<file path="config.mk">
export PLATFORM = sky130hd
export DESIGN_NAME = rvm_test_monitor_flat
export DESIGN_NICKNAME = d
export VERILOG_FILES = /design/src/rtl/rvm_test_monitor_if.sv /design/src/rtl/rvm_test_monitor.sv /design/src/flat_wrapper.sv
export SDC_FILE = /design/constraint.sdc
export NUM_CORES = 1
export LEC_CHECK = 0
export ABC_AREA = 1
export BUFFER_PORTS_ARGS = -buffer_cell sky130_fd_sc_hd__buf_2
export CORE_UTILIZATION = 55
export DETAILED_ROUTE_END_ITERATION = 7
export PLACE_DENSITY = 0.76
export SYNTH_ARGS = -nofsm -noshare
export SYNTH_HDL_FRONTEND = slang
export SYNTH_SLANG_ARGS = --single-unit
</file>
<file path="constraint.sdc">
create_clock -name clk -period 2.35 [get_ports clk]
set_clock_uncertainty 0.15 [all_clocks]
set_input_delay 0.1175 -clock clk [delete_from_list [all_inputs] [get_ports clk]]
set_output_delay 0.1175 -clock clk [all_outputs]
set_load 0.03 [all_outputs]
</file>
<file path="src/rtl/rvm_test_monitor_if.sv">
// Signal bundle between the rvm_core test harness and the test-completion monitor.
// The master side drives the address/config/start inputs; the slave side is the monitor.
interface rvm_test_monitor_if #(
  parameter int ADDR_W    = 32,
  parameter int NUM_WATCH = 4,
  parameter int CYC_W     = 32
);
  localparam int IDX_W = (NUM_WATCH > 1) ? $clog2(NUM_WATCH) : 1;

  logic [ADDR_W-1:0] mem_addr;
  logic              mem_addr_valid;
  logic              cfg_wr_en;
  logic [IDX_W-1:0]  cfg_wr_idx;
  logic [ADDR_W-1:0] cfg_wr_addr;
  logic [1:0]        cfg_wr_kind;
  logic [CYC_W-1:0]  cfg_max_cycles;
  logic              start;
  logic              busy;
  logic              done;
  logic              done_pulse;
  logic [2:0]        result;
  logic [IDX_W-1:0]  hit_idx;
  logic [CYC_W-1:0]  cycle_count;

  modport master (
    output mem_addr, mem_addr_valid, cfg_wr_en, cfg_wr_idx, cfg_wr_addr,
           cfg_wr_kind, cfg_max_cycles, start,
    input  busy, done, done_pulse, result, hit_idx, cycle_count
  );

  modport slave (
    input  mem_addr, mem_addr_valid, cfg_wr_en, cfg_wr_idx, cfg_wr_addr,
           cfg_wr_kind, cfg_max_cycles, start,
    output busy, done, done_pulse, result, hit_idx, cycle_count
  );
endinterface

</file>
<file path="src/rtl/rvm_test_monitor.sv">
// Test-completion monitor: matches the core address bus against a watch table,
// enforces a cycle timeout and latches a single verdict with index and cycle count.
//
// state  | meaning
// S_IDLE | table writable, waiting for start
// S_RUN  | counting cycles, comparing addresses, table locked
// S_DONE | verdict held, table writable, start re-arms
module rvm_test_monitor #(
  parameter int ADDR_W    = 32,
  parameter int NUM_WATCH = 4,
  parameter int CYC_W     = 32
) (
  input  logic                clk,
  input  logic                resetn,
  rvm_test_monitor_if.slave   mon
);
  localparam int IDX_W = (NUM_WATCH > 1) ? $clog2(NUM_WATCH) : 1;

  typedef enum logic [1:0] {S_IDLE, S_RUN, S_DONE} state_e;

  state_e            state_q, state_d;
  logic [ADDR_W-1:0] addr_q [NUM_WATCH];
  logic [ADDR_W-1:0] addr_d [NUM_WATCH];
  logic [1:0]        kind_q [NUM_WATCH];
  logic [1:0]        kind_d [NUM_WATCH];
  logic [CYC_W-1:0]  limit_q, limit_d;
  logic [CYC_W-1:0]  count_q, count_d;
  logic [2:0]        result_q, result_d;
  logic [IDX_W-1:0]  hit_q, hit_d;
  logic              busy_q, busy_d;
  logic              done_q, done_d;
  logic              pulse_q, pulse_d;

  logic              match;
  logic [IDX_W-1:0]  match_idx;
  logic [1:0]        match_kind;
  logic              timeout;

  // Scan from the top down so the lowest matching index is the one left standing.
  always_comb begin
    match      = 1'b0;
    match_idx  = '0;
    match_kind = 2'd0;
    for (int i = NUM_WATCH - 1; i >= 0; i--) begin
      if (mon.mem_addr_valid && kind_q[i] != 2'd0 && mon.mem_addr == addr_q[i]) begin
        match      = 1'b1;
        match_idx  = IDX_W'(i);
        match_kind = kind_q[i];
      end
    end
  end

  assign timeout = (limit_q != '0) && (count_q == limit_q);

  always_comb begin
    state_d = state_q;
    unique case (state_q)
      S_IDLE:  if (mon.start) state_d = S_RUN;
      S_RUN:   if (match || timeout) state_d = S_DONE;
      S_DONE:  if (mon.start) state_d = S_RUN;
      default: state_d = S_IDLE;
    endcase
  end

  always_comb begin
    addr_d   = addr_q;
    kind_d   = kind_q;
    limit_d  = limit_q;
    count_d  = count_q;
    result_d = result_q;
    hit_d    = hit_q;

    if (state_q != S_RUN && mon.cfg_wr_en &&
        ({1'b0, mon.cfg_wr_idx} < (IDX_W + 1)'(NUM_WATCH))) begin
      addr_d[mon.cfg_wr_idx] = mon.cfg_wr_addr;
      kind_d[mon.cfg_wr_idx] = mon.cfg_wr_kind;
    end

    if (state_q != S_RUN && mon.start) begin
      count_d  = '0;
      limit_d  = mon.cfg_max_cycles;
      result_d = 3'd0;
      hit_d    = '0;
    end else if (state_q == S_RUN) begin
      if (match) begin
        hit_d = match_idx;
        unique case (match_kind)
          2'd1:    result_d = 3'd4;
          2'd2:    result_d = 3'd1;
          default: result_d = 3'd2;
        endcase
      end else if (timeout) begin
        result_d = 3'd3;
        hit_d    = '0;
      end else if (count_q != '1) begin
        count_d = count_q + 1'b1;
      end
    end

    busy_d  = (state_d == S_RUN);
    done_d  = (state_d == S_DONE);
    pulse_d = (state_q == S_RUN) && (state_d == S_DONE);
  end

  always_ff @(posedge clk or negedge resetn) begin
    if (!resetn) begin
      state_q  <= S_IDLE;
      for (int i = 0; i < NUM_WATCH; i++) begin
        addr_q[i] <= '0;
        kind_q[i] <= 2'd0;
      end
      limit_q  <= '0;
      count_q  <= '0;
      result_q <= 3'd0;
      hit_q    <= '0;
      busy_q   <= 1'b0;
      done_q   <= 1'b0;
      pulse_q  <= 1'b0;
    end else begin
      state_q  <= state_d;
      addr_q   <= addr_d;
      kind_q   <= kind_d;
      limit_q  <= limit_d;
      count_q  <= count_d;
      result_q <= result_d;
      hit_q    <= hit_d;
      busy_q   <= busy_d;
      done_q   <= done_d;
      pulse_q  <= pulse_d;
    end
  end

  assign mon.busy        = busy_q;
  assign mon.done        = done_q;
  assign mon.done_pulse  = pulse_q;
  assign mon.result      = result_q;
  assign mon.hit_idx     = hit_q;
  assign mon.cycle_count = count_q;
endmodule

</file>
<file path="src/flat_wrapper.sv">
// flat-port wrapper written by rule: the top's interface ports become plain ports
module rvm_test_monitor_flat 
#(
  parameter int ADDR_W    = 32,
  parameter int NUM_WATCH = 4,
  parameter int CYC_W     = 32
)
  (clk, resetn, mon_mem_addr, mon_mem_addr_valid, mon_cfg_wr_en, mon_cfg_wr_idx, mon_cfg_wr_addr, mon_cfg_wr_kind, mon_cfg_max_cycles, mon_start, mon_busy, mon_done, mon_done_pulse, mon_result, mon_hit_idx, mon_cycle_count);
  rvm_test_monitor_if #(.ADDR_W(ADDR_W), .NUM_WATCH(NUM_WATCH), .CYC_W(CYC_W)) mon_i ();
  input  logic clk;
  input  logic resetn;
  input wire logic [$bits(mon_i.mem_addr)-1:0] mon_mem_addr;
  input wire logic [$bits(mon_i.mem_addr_valid)-1:0] mon_mem_addr_valid;
  input wire logic [$bits(mon_i.cfg_wr_en)-1:0] mon_cfg_wr_en;
  input wire logic [$bits(mon_i.cfg_wr_idx)-1:0] mon_cfg_wr_idx;
  input wire logic [$bits(mon_i.cfg_wr_addr)-1:0] mon_cfg_wr_addr;
  input wire logic [$bits(mon_i.cfg_wr_kind)-1:0] mon_cfg_wr_kind;
  input wire logic [$bits(mon_i.cfg_max_cycles)-1:0] mon_cfg_max_cycles;
  input wire logic [$bits(mon_i.start)-1:0] mon_start;
  output wire logic [$bits(mon_i.busy)-1:0] mon_busy;
  output wire logic [$bits(mon_i.done)-1:0] mon_done;
  output wire logic [$bits(mon_i.done_pulse)-1:0] mon_done_pulse;
  output wire logic [$bits(mon_i.result)-1:0] mon_result;
  output wire logic [$bits(mon_i.hit_idx)-1:0] mon_hit_idx;
  output wire logic [$bits(mon_i.cycle_count)-1:0] mon_cycle_count;
  assign mon_i.mem_addr = mon_mem_addr;
  assign mon_i.mem_addr_valid = mon_mem_addr_valid;
  assign mon_i.cfg_wr_en = mon_cfg_wr_en;
  assign mon_i.cfg_wr_idx = mon_cfg_wr_idx;
  assign mon_i.cfg_wr_addr = mon_cfg_wr_addr;
  assign mon_i.cfg_wr_kind = mon_cfg_wr_kind;
  assign mon_i.cfg_max_cycles = mon_cfg_max_cycles;
  assign mon_i.start = mon_start;
  assign mon_busy = mon_i.busy;
  assign mon_done = mon_i.done;
  assign mon_done_pulse = mon_i.done_pulse;
  assign mon_result = mon_i.result;
  assign mon_hit_idx = mon_i.hit_idx;
  assign mon_cycle_count = mon_i.cycle_count;
  rvm_test_monitor #(.ADDR_W(ADDR_W), .NUM_WATCH(NUM_WATCH), .CYC_W(CYC_W)) u_core (.clk(clk), .resetn(resetn), .mon(mon_i));
endmodule
</file>
# Yosys cells after proc, flatten, opt, wreduce, memory -nomap -nowiden
# Index checks and enable logic that the tools add are counted.
# op_classes
n_addsub	1
multipliers	0
n_div	0
n_lt_le_gt_ge	2
eq_ne	15
shifts	0
mux	35
bitwise	1
n_reduce_logical	26
# op_table
cell	n
$mux 32	6
$eq 32x32->1	5
$bwmux 128	1
$demux 32 s2	1
$add 32x1->32 const B	1
$ne 32x32->1 const B	1
$reduce_bool 32->1	1
$mux 2	15
$logic_and 1x1->1	13
$mux 3	4
$reduce_bool 2->1	6
$bwmux 8	1
$eq 2x1->1 const B	3
$eq 2x2->1 const B	3
$pmux 3 s2	1
$demux 2 s2	1
$mux 1	4
$ne 2x2->1 const B	2
$pmux 2 s2	1
$reduce_and 4->1	1
$ge 3x3->1 const B	1
$lt 3x1->1 const B	1
$not 2->3	1
$reduce_bool 3->1	1
5 further kinds	5
# totals
register_bits	210
latchBits	0
ram_bits	0
rom_bits	0
input_bits	105
wordCells	96
memories	0

# Logic depth before layout (Yosys ltp)
# Gate-level depths: netlist of the first run.
# logic_depth
depth_word	12
mapped_depth	20

# Worst setup path after synthesis of the first run
# OpenSTA, ideal clock, no wires.
# synth_timing
path_type	reg-to-reg
startpoint	register u_core.count_q[1], in the netlist u_core.mon.cycle_count[1]
endpoint	register u_core.count_q[5], in the netlist u_core.mon.cycle_count[5]
setup_time_ns	0.119
t_arrival_ns	1.980
t_required_ns	2.081
path_slack_ns	0.101
path_stages_with_launch	12
n_path_buf	1
period_less_slack_ns	2.249
path_cell_list	dfrtp_1 -> ha_1 -> nand4_2 -> nor2_2 -> nand2_1 -> nor2_2 -> nand3_1 -> o21ai_2 -> inv_2 -> buf_1 -> nand4_1 -> nand2_1
# synth_via
elab_chain_len	6
word_cells_on_any_way	12
cone_classes	add/sub: 1; eq/ne: 3; mux: 5; reduce/logical: 3
# synth_rtl
element	line_no	rtl
from (decl)	rvm_test_monitor.sv:27	logic [CYC_W-1:0] count_q, count_d;
from (signal assigned)	rvm_test_monitor.sv:124	count_q <= count_d;
$add 32x1->32	rvm_test_monitor.sv:96	count_d = count_q + 1'b1;
$mux 32	rvm_test_monitor.sv:95	end else if (count_q != '1) begin
$mux 32	rvm_test_monitor.sv:92	end else if (timeout) begin
$mux 32	rvm_test_monitor.sv:85	if (match) begin
$mux 32	rvm_test_monitor.sv:84	end else if (state_q == S_RUN) begin
$mux 32	rvm_test_monitor.sv:79	if (state_q != S_RUN && mon.start) begin
# Several ways; a longest one is shown, not always the timed one. The select of a mux whose other input is x is not followed.
# A chain may end at the register's enable or synchronous reset.

# Final worst setup path of the first run
# layout_timing
startpoint	register u_core.addr_q[125] (netlist bit)
endpoint	register u_core.result_q[1], in the netlist u_core.mon.result[1]
# layout_via
elab_chain_len	8
word_cells_on_any_way	12
cone_classes	eq/ne: 3; mux: 6; reduce/logical: 3
# layout_rtl
element	line_no	rtl
from (decl)	rvm_test_monitor.sv:22	logic [ADDR_W-1:0] addr_q [NUM_WATCH];
from (signal assigned)	rvm_test_monitor.sv:121	addr_q <= addr_d;
$eq 32x32->1 *	rvm_test_monitor.sv:45	if (mon.mem_addr_valid && kind_q[i] != 2'd0 && mon.mem_addr == addr_q[i]) begin
$logic_and 1x1->1 *	rvm_test_monitor.sv:45	
$mux 2	rvm_test_monitor.sv:45	
$eq 2x2->1 or $eq 2x1->1 (tied branches)	rvm_test_monitor.sv:87	unique case (match_kind)
$pmux 3 s2	rvm_test_monitor.sv:87	
$mux 3	rvm_test_monitor.sv:85	
$mux 3	rvm_test_monitor.sv:84	
$mux 3	rvm_test_monitor.sv:79	
to (signal assigned)	rvm_test_monitor.sv:125	result_q <= result_d;
to (decl)	rvm_test_monitor.sv:28	logic [2:0] result_q, result_d;
# Mark *: on every way between the ends. The rest lies on a longest branch, timed or not. The select of a mux whose other input is x is not followed.

==> impl_metrics.toml, run 1 <==
[status]
run_status = "finished, violations left"
violations = "setup timing"

[yosys]
yosysTopAreaCellShare_pct = 40.35
syn_area_um2 = 13020
synth-seq-cells = 210
yosysWarningCount = 0
synth_seq_area_share_pct = 40.35
synth_area_leaders = "dfrtp_1 (40%), nand2_1 (18%), o21ai_0 (6.8%)"
avgSynthCellArea_um2 = 6.898
synth_cell_types = 34
synth_cells = 1888
yosysTopAreaCell = "dfrtp_1"
synth_nets = 1996

[route]
viasPerCell = 5.730
wl_per_cell_um = 20.76
postRouteAntennaNets = 0
firstDrtPassIters = 6
initialDrtViolationCount = 2128
drt-total-wl_mm = 53.43
drc_errors = 0
dr_total_vias = 14750

[min_path]
hp-start = "mon_cfg_wr_idx[0]"
holdPathStages = 4
hold_class = "in2reg"
hold_path_end = "u_core.addr_q[40]"

[setup_path]
slowest_stage = "dfrtp_1"
ff2ff_setup_slack_ns = -0.12
worstRegToRegCells = 17
end_kind = "register"
crit_type = "reg2reg"
cp_cell_sequence = "nand2_2 > o21ai_1 > nor2_1 > nand2_1 > nor2_2 > nand3_2 > nor2_4 > inv_2 > nand2_2 > a21oi_1 > nand2_1 > nand3_2 > ha_4 > inv_1 > nand2_1 > nand3_1 > nand2_1"
cp-start-kind = "register"
slowest_delay_ns = 0.40
regToRegEndpoint = "u_core.mon.result[1]"
regToRegStartpoint = "u_core.addr_q[125]"
crit_fanout = 3
cp.arrival_ns = 2.79
critical_path.top_delay_family = "simple AND/OR/NAND/NOR gates"
cp_data_required_time_ns = 2.67
timing.critical_path.buf_inv = 2
path_common_cell = "nand2_1"

[finish]
fin_nets = 2351
area_growth_pct = 32.46
post-route-util_pct = 75.27
multi_input_area_um2 = 6902
seq_area_um2 = 5268
fillers = 1737
drive_above_1_share_pct = 21.33

[pwr]
power.density_nw_per_um2 = 873.9
vdd_drop_max_uv = 840.5
p_total_mw = 15.07
leakage_nw = 8.741

[cts]
clk_path_buf_depth = 3
htreeDepth = 1
clk_latency_ns = 0.56
tritoncts = "built"
clkTransAtPathRegs_ns = 0.07
root_buffer = "clkbuf_16"
cts_made_buffers = 23
clkSinkCount = 210

[timing]
tightest_slew_ns = 0.7030
fin_ws_ns = -0.1209
fin_tns_setup_ns = -0.2497
rsz0062_at_grt = "true"
slew_viol_final = 0
setup_viol = 3
finalHoldViolations = 0
finalCritPeriodShare_pct = 105.1
max-slew-margin-rel_pct = 53.13
max_freq_mhz = 404.7
holdWs_ns = 0.02496
period_needed_ns = 2.471

[global_route]
grt_pass1_wl_mm = 80.42
track_usage_pct = 44.39
grt_pass1_vias = 13980
grt_max_degree = 69
antenna_found_initial = 2
overflow = 0

[die]
start_util_pct = 56.83
rows = 55
core_area_um2 = 22920
dieWidth_um = 155.9
fp.dieArea_um2 = 24300
die_y_um = 155.9
pin_count = 145

[place]
hpwlAfterDp_mm = 38.35
gp_congestion = 1.122
port_buffers = 144

[run]
drv_cap = 0
-- registers in the layout, indices dropped and copies added (netlist names) --
signal / flops
u_core.kind_q: 8
u_core.mon.result: 3
u_core.mon.hit_idx: 2
u_core.mon.cycle_count: 32
u_core.mon.done: 1
u_core.state_q: 2
u_core.mon.busy: 1
u_core.mon.done_pulse: 1
u_core.addr_q: 128
u_core.limit_q: 32
-- through the flow --
step / setup WS (ns) / cells / area, µm²
2_1_floorplan: 0.1006 / 1888 / 13020
3_3_place_gp: -0.2836 / 2451 / 15330
3_5_place_dp: -0.3820 / 2451 / 15330
4_1_cts: -0.08918 / 2565 / 16990
5_1_grt: -0.2655 / 2574 / 17250
6_report: -0.1209 / 2574 / 17250
-- report_power, final --
group	leakage [nW]	total, mW	switching (mW)	internal (mW)
clock network	0.408	4.06	1.62	2.44
logic	5.63	5.42	3.14	2.28
registers	2.70	5.60	1.03	4.56
total	8.74	15.1	5.79	9.28
-- how the worst max path moves through the flow --
stage	from	end	slack [ns]	cells past startpoint
after floorplan	u_core.mon.cycle_count[1]	u_core.mon.cycle_count[5]	0.10	11
after global placement	u_core.addr_q[57]	u_core.mon.result[1]	-0.28	19
after detailed placement	u_core.addr_q[57]	u_core.mon.result[1]	-0.38	19
after CTS	u_core.addr_q[57]	u_core.mon.result[1]	-0.09	18
after global routing	u_core.addr_q[102]	u_core.mon.result[0]	-0.27	18
final	u_core.addr_q[125]	u_core.mon.result[1]	-0.12	17
-- tightest hold or removal path, delay by kind of cell --
family | cells | cell delay [ns]
AO/OA/AOI/OAI | 1 | 0.12
buffers and inverters | 2 | 0.17
AND/OR/NAND/NOR | 1 | 0.27
-- cells by family (layout without fill, tap and decap cells) --
| kind of cell | Yosys count | count (layout) | synth area share, % |
|---|---|---|---|
| other | 0 | 1 | 0 |
| and+or+nand+nor | 1065 | 1065 | 34.55 |
| AOI/OAI and AO/OA | 200 | 200 | 7.859 |
| buffers and inverters | 290 | 662 | 8.878 |
| xor gates and xnor gates | 120 | 120 | 8.071 |
| adders and majority gates | 3 | 3 | 0.2883 |
| DFF | 210 | 210 | 40.35 |
-- cells in the mapped netlist --
cell,number
nor2_1,213
ha_1,3
nand3b_1,6
buf_1,5
clkbuf_2,7
nor2_2,4
nand4_1,78
dfrtp_1,210
nor4_2,2
inv_1,197
o22ai_1,12
o21ai_0,176
and2_1,6
o2111ai_1,1
buf_2,26
xor2_1,35
xnor2_1,85
o21ai_1,1
nand3_2,2
nor3b_1,4
or2_1,5
clkbuf_1,33
nand4_2,1
nand3_1,53
nor4_1,21
buf_6,3
and3_1,6
nand2_2,3
nor3_1,41
o21ai_2,1
buf_4,1
nand2_1,620
inv_2,18
a21oi_1,9
-- cell type report --
cell class	instances	area share (%)
Multi-Input combinational cell	1388	40.01
Sequential cell	210	30.54
Timing Repair Buffer	405	17.62
Inverter	215	4.679
Clock buffer	32	3.881
Tap cell	313	2.270
Clock inverter	10	0.9865
Antenna cell	1	0.01451
-- timing repair --
item,in CTS,in global routing
buffers inserted,2,8
gates resized for setup,24,61
hold endpoints to repair,382,0
hold buffers,70,0
endpoints found under the setup margin,7,38
cloned,0,0
pin swaps,12,20
-- cells in the final DEF (no fill, tap or decap), types with 24 or more instances in the layout --
cell / netlist / layout
dfrtp_1: 210 / 200
o21ai_0: 176 / 168
nor3_1: 41 / 38
nand3_1: 53 / 46
buf_2: 26 / 143
dlygate4sd3_1: 0 / 69
nand2_1: 620 / 605
buf_4: 1 / 177
nand4_1: 78 / 78
xnor2_1: 85 / 72
xor2_1: 35 / 35
nor2_1: 213 / 198
inv_1: 197 / 191
inv_2: 18 / 24
-- layer usage --
| metal | routed length [µm] | vias up | track usage (%) |
|---|---|---|---|
| met5 | 8 | - | 0 |
| met4 | 1688 | 2 | 12.61 |
| met1 | 21450 | 6899 | 62.94 |
| li1 | - | 6682 | - |
| met3 | 7451 | 145 | 12.33 |
| met2 | 22840 | 1021 | 66.09 |
Note: power is estimated with default switching activity, not from simulation.
==> run 2, diff against run 1 <==
- ABC_AREA: 1 -> default
- PLACE_DENSITY: 0.76 -> 0.77
==> run 2 against run 1 <==
Net effect: the flow still finishes with violations (setup timing); maximum frequency fell by 18%; critical path depth fell by 7; combinational power fell by 2%; sequential cell count did not move.
==> impl_metrics.toml, run 2 <==
[status]
violations = "setup timing"
run_status = "finished, violations left"

[timing]
period_needed_ns = 3.006
max-slew-margin-rel_pct = 55.34
finalCritPeriodShare_pct = 127.9
slew_viol_final = 0
rsz0062_at_grt = "true"
fin_ws_ns = -0.6565
max_freq_mhz = 332.6
finalHoldViolations = 0
tightest_slew_ns = 0.6676
setup_viol = 42

[place]
port_buffers = 144
dpl_worst_slack_ns = -0.5243
hpwlAfterDp_mm = 22.68
gp_congestion = 0.9189

[setup_path]
cp-start-kind = "register"
slowest_delay_ns = 0.57
cp.arrival_ns = 3.25
worstRegToRegCells = 10
timing.critical_path.buf_inv = 0
cp_cell_sequence = "xor2_1 > nor4_2 > o2111ai_2 > or4_4 > o21ba_4 > a21oi_4 > a21o_1 > ha_2 > a211oi_2 > a21oi_1"
critical_path.top_delay_family = "simple AND/OR/NAND/NOR gates"
path_depth = 10
crit_type = "reg2reg"
crit_fanout = 4
cp_data_required_time_ns = 2.60
end_kind = "register"
slowest_stage = "or4_4"

[route]
dr_total_vias = 10100
drt-total-wl_mm = 38.25
initialDrtViolationCount = 1137
postRouteAntennaNets = 0
firstDrtPassIters = 8
wl_per_cell_um = 23.74
viasPerCell = 6.272
drc_errors = 0

[finish]
largest-register = "u_core.addr_q"
area_growth_pct = 41.38
largest_reg_flops = 128
fillers = 1000
final_common_cell = "dfrtp_1"
final_cell_mix = "dfrtp_1 (193), buf_2 (143), buf_4 (141), mux2_2 (134), nand2_1 (129)"
fin_nets = 1442
drive_above_1_share_pct = 43.33

[global_route]
grt_pass1_vias = 9923
grt_max_degree = 64
grt_pass1_wl_mm = 53.98
antenna_found_initial = 2
track_usage_pct = 35.22
overflow = 0

[pwr]
leakage_nw = 6.949
power.density_nw_per_um2 = 995.3
vdd_drop_max_uv = 756.6
p_total_mw = 15.09

[die]
fp.dieArea_um2 = 20060
rows = 50
core_area_um2 = 18890
die_y_um = 141.6
dieWidth_um = 141.6
pin_count = 145
start_util_pct = 56.76

[yosys]
synth_edf_count = 0
avgSynthCellArea_um2 = 11.08
synth_common_cells = "dfrtp_1 (210), mux2_2 (134), nand2_1 (131)"
synth_cells = 968
yosysTopAreaCell = "dfrtp_1"
yosysWarningCount = 0
synth_seq_area_share_pct = 49.00
ys.flop_type = "dfrtp_1"
yosysTopAreaCellShare_pct = 49.00
syn_area_um2 = 10720
synth_cell_types = 46
synth-seq-cells = 210
synth.most_common_cell = "dfrtp_1"
ys_async_sr_fraction_pct = 100.0
synth_area_leaders = "dfrtp_1 (49%), mux2_2 (14%), xor2_1 (7.5%)"
synth_nets = 1076

[cts]
clk_path_buf_depth = 3
root_buffer = "clkbuf_16"
tritoncts = "built"
clk_latency_ns = 0.52
cts_made_buffers = 23
clkTransAtPathRegs_ns = 0.06
clkSinkCount = 210
htreeDepth = 1

[run]
drv_cap = 0

[min_path]
hold_class = "in2async"
==> run 2: cell types whose count changed in the layout (fill, tap and decap cells not counted), moves of 15 or more <==
cell / change
inv_1: -183
nor4_1: +15
nor3_1: -30
nor2_1: -182
inv_2: -23
nand2_2: -16
nand3_1: -30
buf_4: -36
mux2_2: +134
o31ai_1: +15
nand4_1: -37
nand2_1: -476
o21ai_0: -163
xor2_1: +57
==> run 2: what timing repair did <==
action                                  CTS  global route
resized for setup                        21            82
hold buffers                             68             0
pin swaps                                13            39
gates cloned                              6             0
endpoints found under the setup margin   42            42
setup buffers                             8             9
endpoints found under the hold margin   385             0
==> run 2: through the flow <==
| stage | cells | hold slack [ns] | TNS (ns) | cell area, µm² | utilization (%) |
|---|---|---|---|---|---|
| after floorplan | 968 | -0.3281 | -0.6950 | 10810 | - |
| after global placement | 1479 | -0.005564 | -11.20 | 12910 | 68.32 |
| after detailed placement | 1479 | -0.003795 | -12.51 | 12910 | 68.32 |
| after CTS | 1602 | 0.02216 | -13.65 | 14730 | 77.97 |
| after global routing | 1610 | 0.05857 | -23.26 | 15160 | 80.24 |
| final | 1611 | 0.01003 | -20.48 | 15160 | 80.25 |
==> run 2: where the power goes <==
group          switching (mW)  internal [mW]  leakage [nW]
combinational            2.69           2.62          3.93
sequential               1.05           4.91          2.61
clock                    1.50           2.33         0.402
==> run 2: path summary, 6_finish.rpt <==
kind | slack (ns) | endpoint | startpoint
worst max-delay path | -0.66 | u_core.mon.result[1] | u_core.addr_q[95]
worst min-delay path | 0.01 | u_core.limit_q[29] | resetn
worst max register to register | -0.66 | u_core.mon.result[1] | u_core.addr_q[95]
worst min register to register | 0.34 | u_core.mon.hit_idx[1] | u_core.mon.hit_idx[1]
max in group asynchronous | 1.24 | u_core.mon.cycle_count[26] | resetn
min in group clk | 0.09 | u_core.addr_q[123] | mon_cfg_wr_idx[0]
==> run 2: cells by family (layout without fill, tap and decap cells) <==
group | count (synthesis) | count (layout) | synth area share [%]
compound gates | 87 | 87 | 5.565
xor+xnor | 157 | 157 | 12.82
fa+ha+maj | 3 | 3 | 0.3501
buf+inv | 53 | 435 | 2.438
flops | 210 | 210 | 49.00
mux | 140 | 140 | 14.63
other cells | 0 | 1 | 0
simple gates | 318 | 318 | 15.19
==> run 2: worst reg2reg max path, delay by kind of cell (launching register included) <==
kind	cells	cell delay, ns
adder cells (fa/ha/maj)	1	0.28
flip-flops	1	0.40
XOR/XNOR	1	0.17
AO/OA/AOI/OAI	6	0.91
AND/OR/NAND/NOR	2	0.97
==> run 2: cell type report <==
type | count | area [µm²] | area share, %
Antenna cell | 1 | 2.502 | 0.01650
Clock buffer | 35 | 720.7 | 4.753
Clock inverter | 6 | 83.83 | 0.5529
Inverter | 9 | 33.78 | 0.2228
Multi-Input combinational cell | 705 | 5678 | 37.45
Sequential cell | 210 | 5276 | 34.80
Tap cell | 260 | 325.3 | 2.146
Timing Repair Buffer | 385 | 3042 | 20.06
==> run 2: per-layer routing <==
layer  track usage, %  vias up  routed length (µm)
met5                0        -                  14
met2            58.57      717               18520
li1                 -     4197                   -
met1            45.46     4976               13910
met4            13.75        2                1917
met3            7.020      212                3887
==> run 3, diff against run 2 <==
- CTS_BUF_LIST: default -> sky130_fd_sc_hd__clkbuf_16
==> run 3 against run 2 <==
Net effect: the run ends with hold timing, setup timing left; first-iteration DRC count fell by 10%; critical path type unchanged; critical path depth down 2; non-clock buffer count down 4; maximum frequency up 5.2%.
==> impl_metrics.toml, run 3 (synthesized netlist as in run 2, its figures left out) <==
[cts]
clk_path_buf_depth = 3
root_buffer = "clkbuf_16"
clkSinkCount = 210
clk_latency_ns = 0.53
clkTransAtPathRegs_ns = 0.07
tritoncts = "built"
cts_made_buffers = 23
htreeDepth = 1

[pwr]
vdd_drop_max_uv = 736.1
leakage_nw = 6.858
power.density_nw_per_um2 = 976.5

[setup_path]
crit_fanout = 7
regToRegStartpoint = "u_core.limit_q[9]"
crit_type = "reg2reg"
worstRegToRegCells = 8
ff2ff_setup_slack_ns = -0.51
cp-start-kind = "register"
cp_data_required_time_ns = 2.64
cp.arrival_ns = 3.15
regToRegEndpoint = "u_core.mon.cycle_count[7]"
end_kind = "register"

[die]
dieWidth_um = 141.6
fp.dieArea_um2 = 20060
core_area_um2 = 18890
die_y_um = 141.6
start_util_pct = 56.76
rows = 50
pin_count = 145

[route]
dr_total_vias = 9810
initialDrtViolationCount = 1022
viasPerCell = 6.108
firstDrtPassIters = 7
drt-total-wl_mm = 35.96
drc_errors = 0
postRouteAntennaNets = 0
wl_per_cell_um = 22.39

[global_route]
grt_pass1_wl_mm = 53.19
antenna_found_initial = 1
grt_max_degree = 64
overflow = 0
track_usage_pct = 34.79
grt_pass1_vias = 9916

[place]
hpwlAfterDp_mm = 22.68
port_buffers = 144
placed_area_um2 = 12910
gp_congestion = 0.9189

[timing]
holdWs_ns = -0.01388
finalHoldViolations = 7
fin_ws_ns = -0.5076
max-slew-margin-rel_pct = 55.77
finalCritPeriodShare_pct = 121.6
rsz0062_at_grt = "true"
max_freq_mhz = 349.9
tightest_slew_ns = 0.6611
setup_viol = 42
period_needed_ns = 2.858
slew_viol_final = 0

[finish]
post-route-util_pct = 78.92
largest_reg_flops = 128
fin_nets = 1438
drive_above_1_share_pct = 41.98
area_growth_pct = 39.04
final_common_cell = "dfrtp_1"
final_cell_mix = "dfrtp_1 (193), buf_4 (144), buf_2 (143), mux2_2 (134), nand2_1 (129)"
antenna_cells = 0
design_area_um2 = 14910
largest-register = "u_core.addr_q"

[min_path]
hold_class = "in2async"

[status]
run_status = "finished, violations left"
violations = "hold timing, setup timing"

[run]
drv_cap = 0
[run 3: cell types whose count changed in the layout (fill, tap and decap cells not counted), sizes merged]
cell / change
clkbuf: -10
clkinv: +10
buf: -6
inv: +2
diode: -1
[run 3: worst max path at each step]
stage                      start                        end  slack (ns)
2_1_floorplan  u_core.addr_q[78]       u_core.mon.result[1]       -0.26
3_3_place_gp   u_core.addr_q[78]       u_core.mon.result[1]       -0.46
3_5_place_dp   u_core.addr_q[78]       u_core.mon.result[1]       -0.52
4_1_cts        u_core.addr_q[95]       u_core.mon.result[1]       -0.47
5_1_grt        u_core.addr_q[27]       u_core.mon.result[1]       -0.62
6_report       u_core.limit_q[9]  u_core.mon.cycle_count[7]       -0.51
[run 3: critical path: stages, from the launching register on]
cell and delay (ns):
dfrtp_1 0.38, nor4_1 0.32, nand4_1 0.22, o211ai_1 0.48, nand4b_4 0.21, clkbuf_16 0.21
buf_6 0.11, or4_4 0.50, a21oi_2 0.18
[run 3: through the flow]
stage          setup slack, ns  power [mW]  hold WS, ns  setup TNS [ns]  std cells
2_1_floorplan          -0.2638       8.357      -0.3281         -0.6950        968
3_3_place_gp           -0.4581       10.16    -0.005564          -11.20       1479
3_5_place_dp           -0.5243       10.37    -0.003795          -12.51       1479
4_1_cts                -0.4673       14.11      0.01977          -14.58       1597
5_1_grt                -0.6239       15.12      0.05370          -17.86       1606
6_report               -0.5076       14.56     -0.01388          -14.75       1606
[run 3: final cells by class]
type                       instances  area (µm²)
sequential                       210        5276
inverter                           9       33.78
clock inverter                    18       128.9
timing repair buffer             381        2939
clock buffer                      23       575.6
tap                              260       325.3
multi-input combinational        705        5632
fill                            1064        3983
[run 3: routing by layer]
metal	vias to the layer above	global-route usage, %	wire length [µm]
met3	167	6.851	3322
met4	2	16.30	1754
met5	-	0	9
met2	606	56.68	17230
li1	4198	-	-
met1	4837	44.89	13650
[run 3: where the power goes]
group	leakage (nW)	internal (mW)	switching, mW	total (mW)
logic	3.89	2.58	2.59	5.17
registers	2.61	4.91	0.995	5.90
clock network	0.354	1.99	1.50	3.49
[run 3: timing repair]
item	CTS	global route
setup buffers	5	10
gates cloned	4	2
hold buffers	68	0
hold endpoints to repair	385	0
resized for setup	23	67
pin swaps	10	33
setup endpoints to repair	42	42
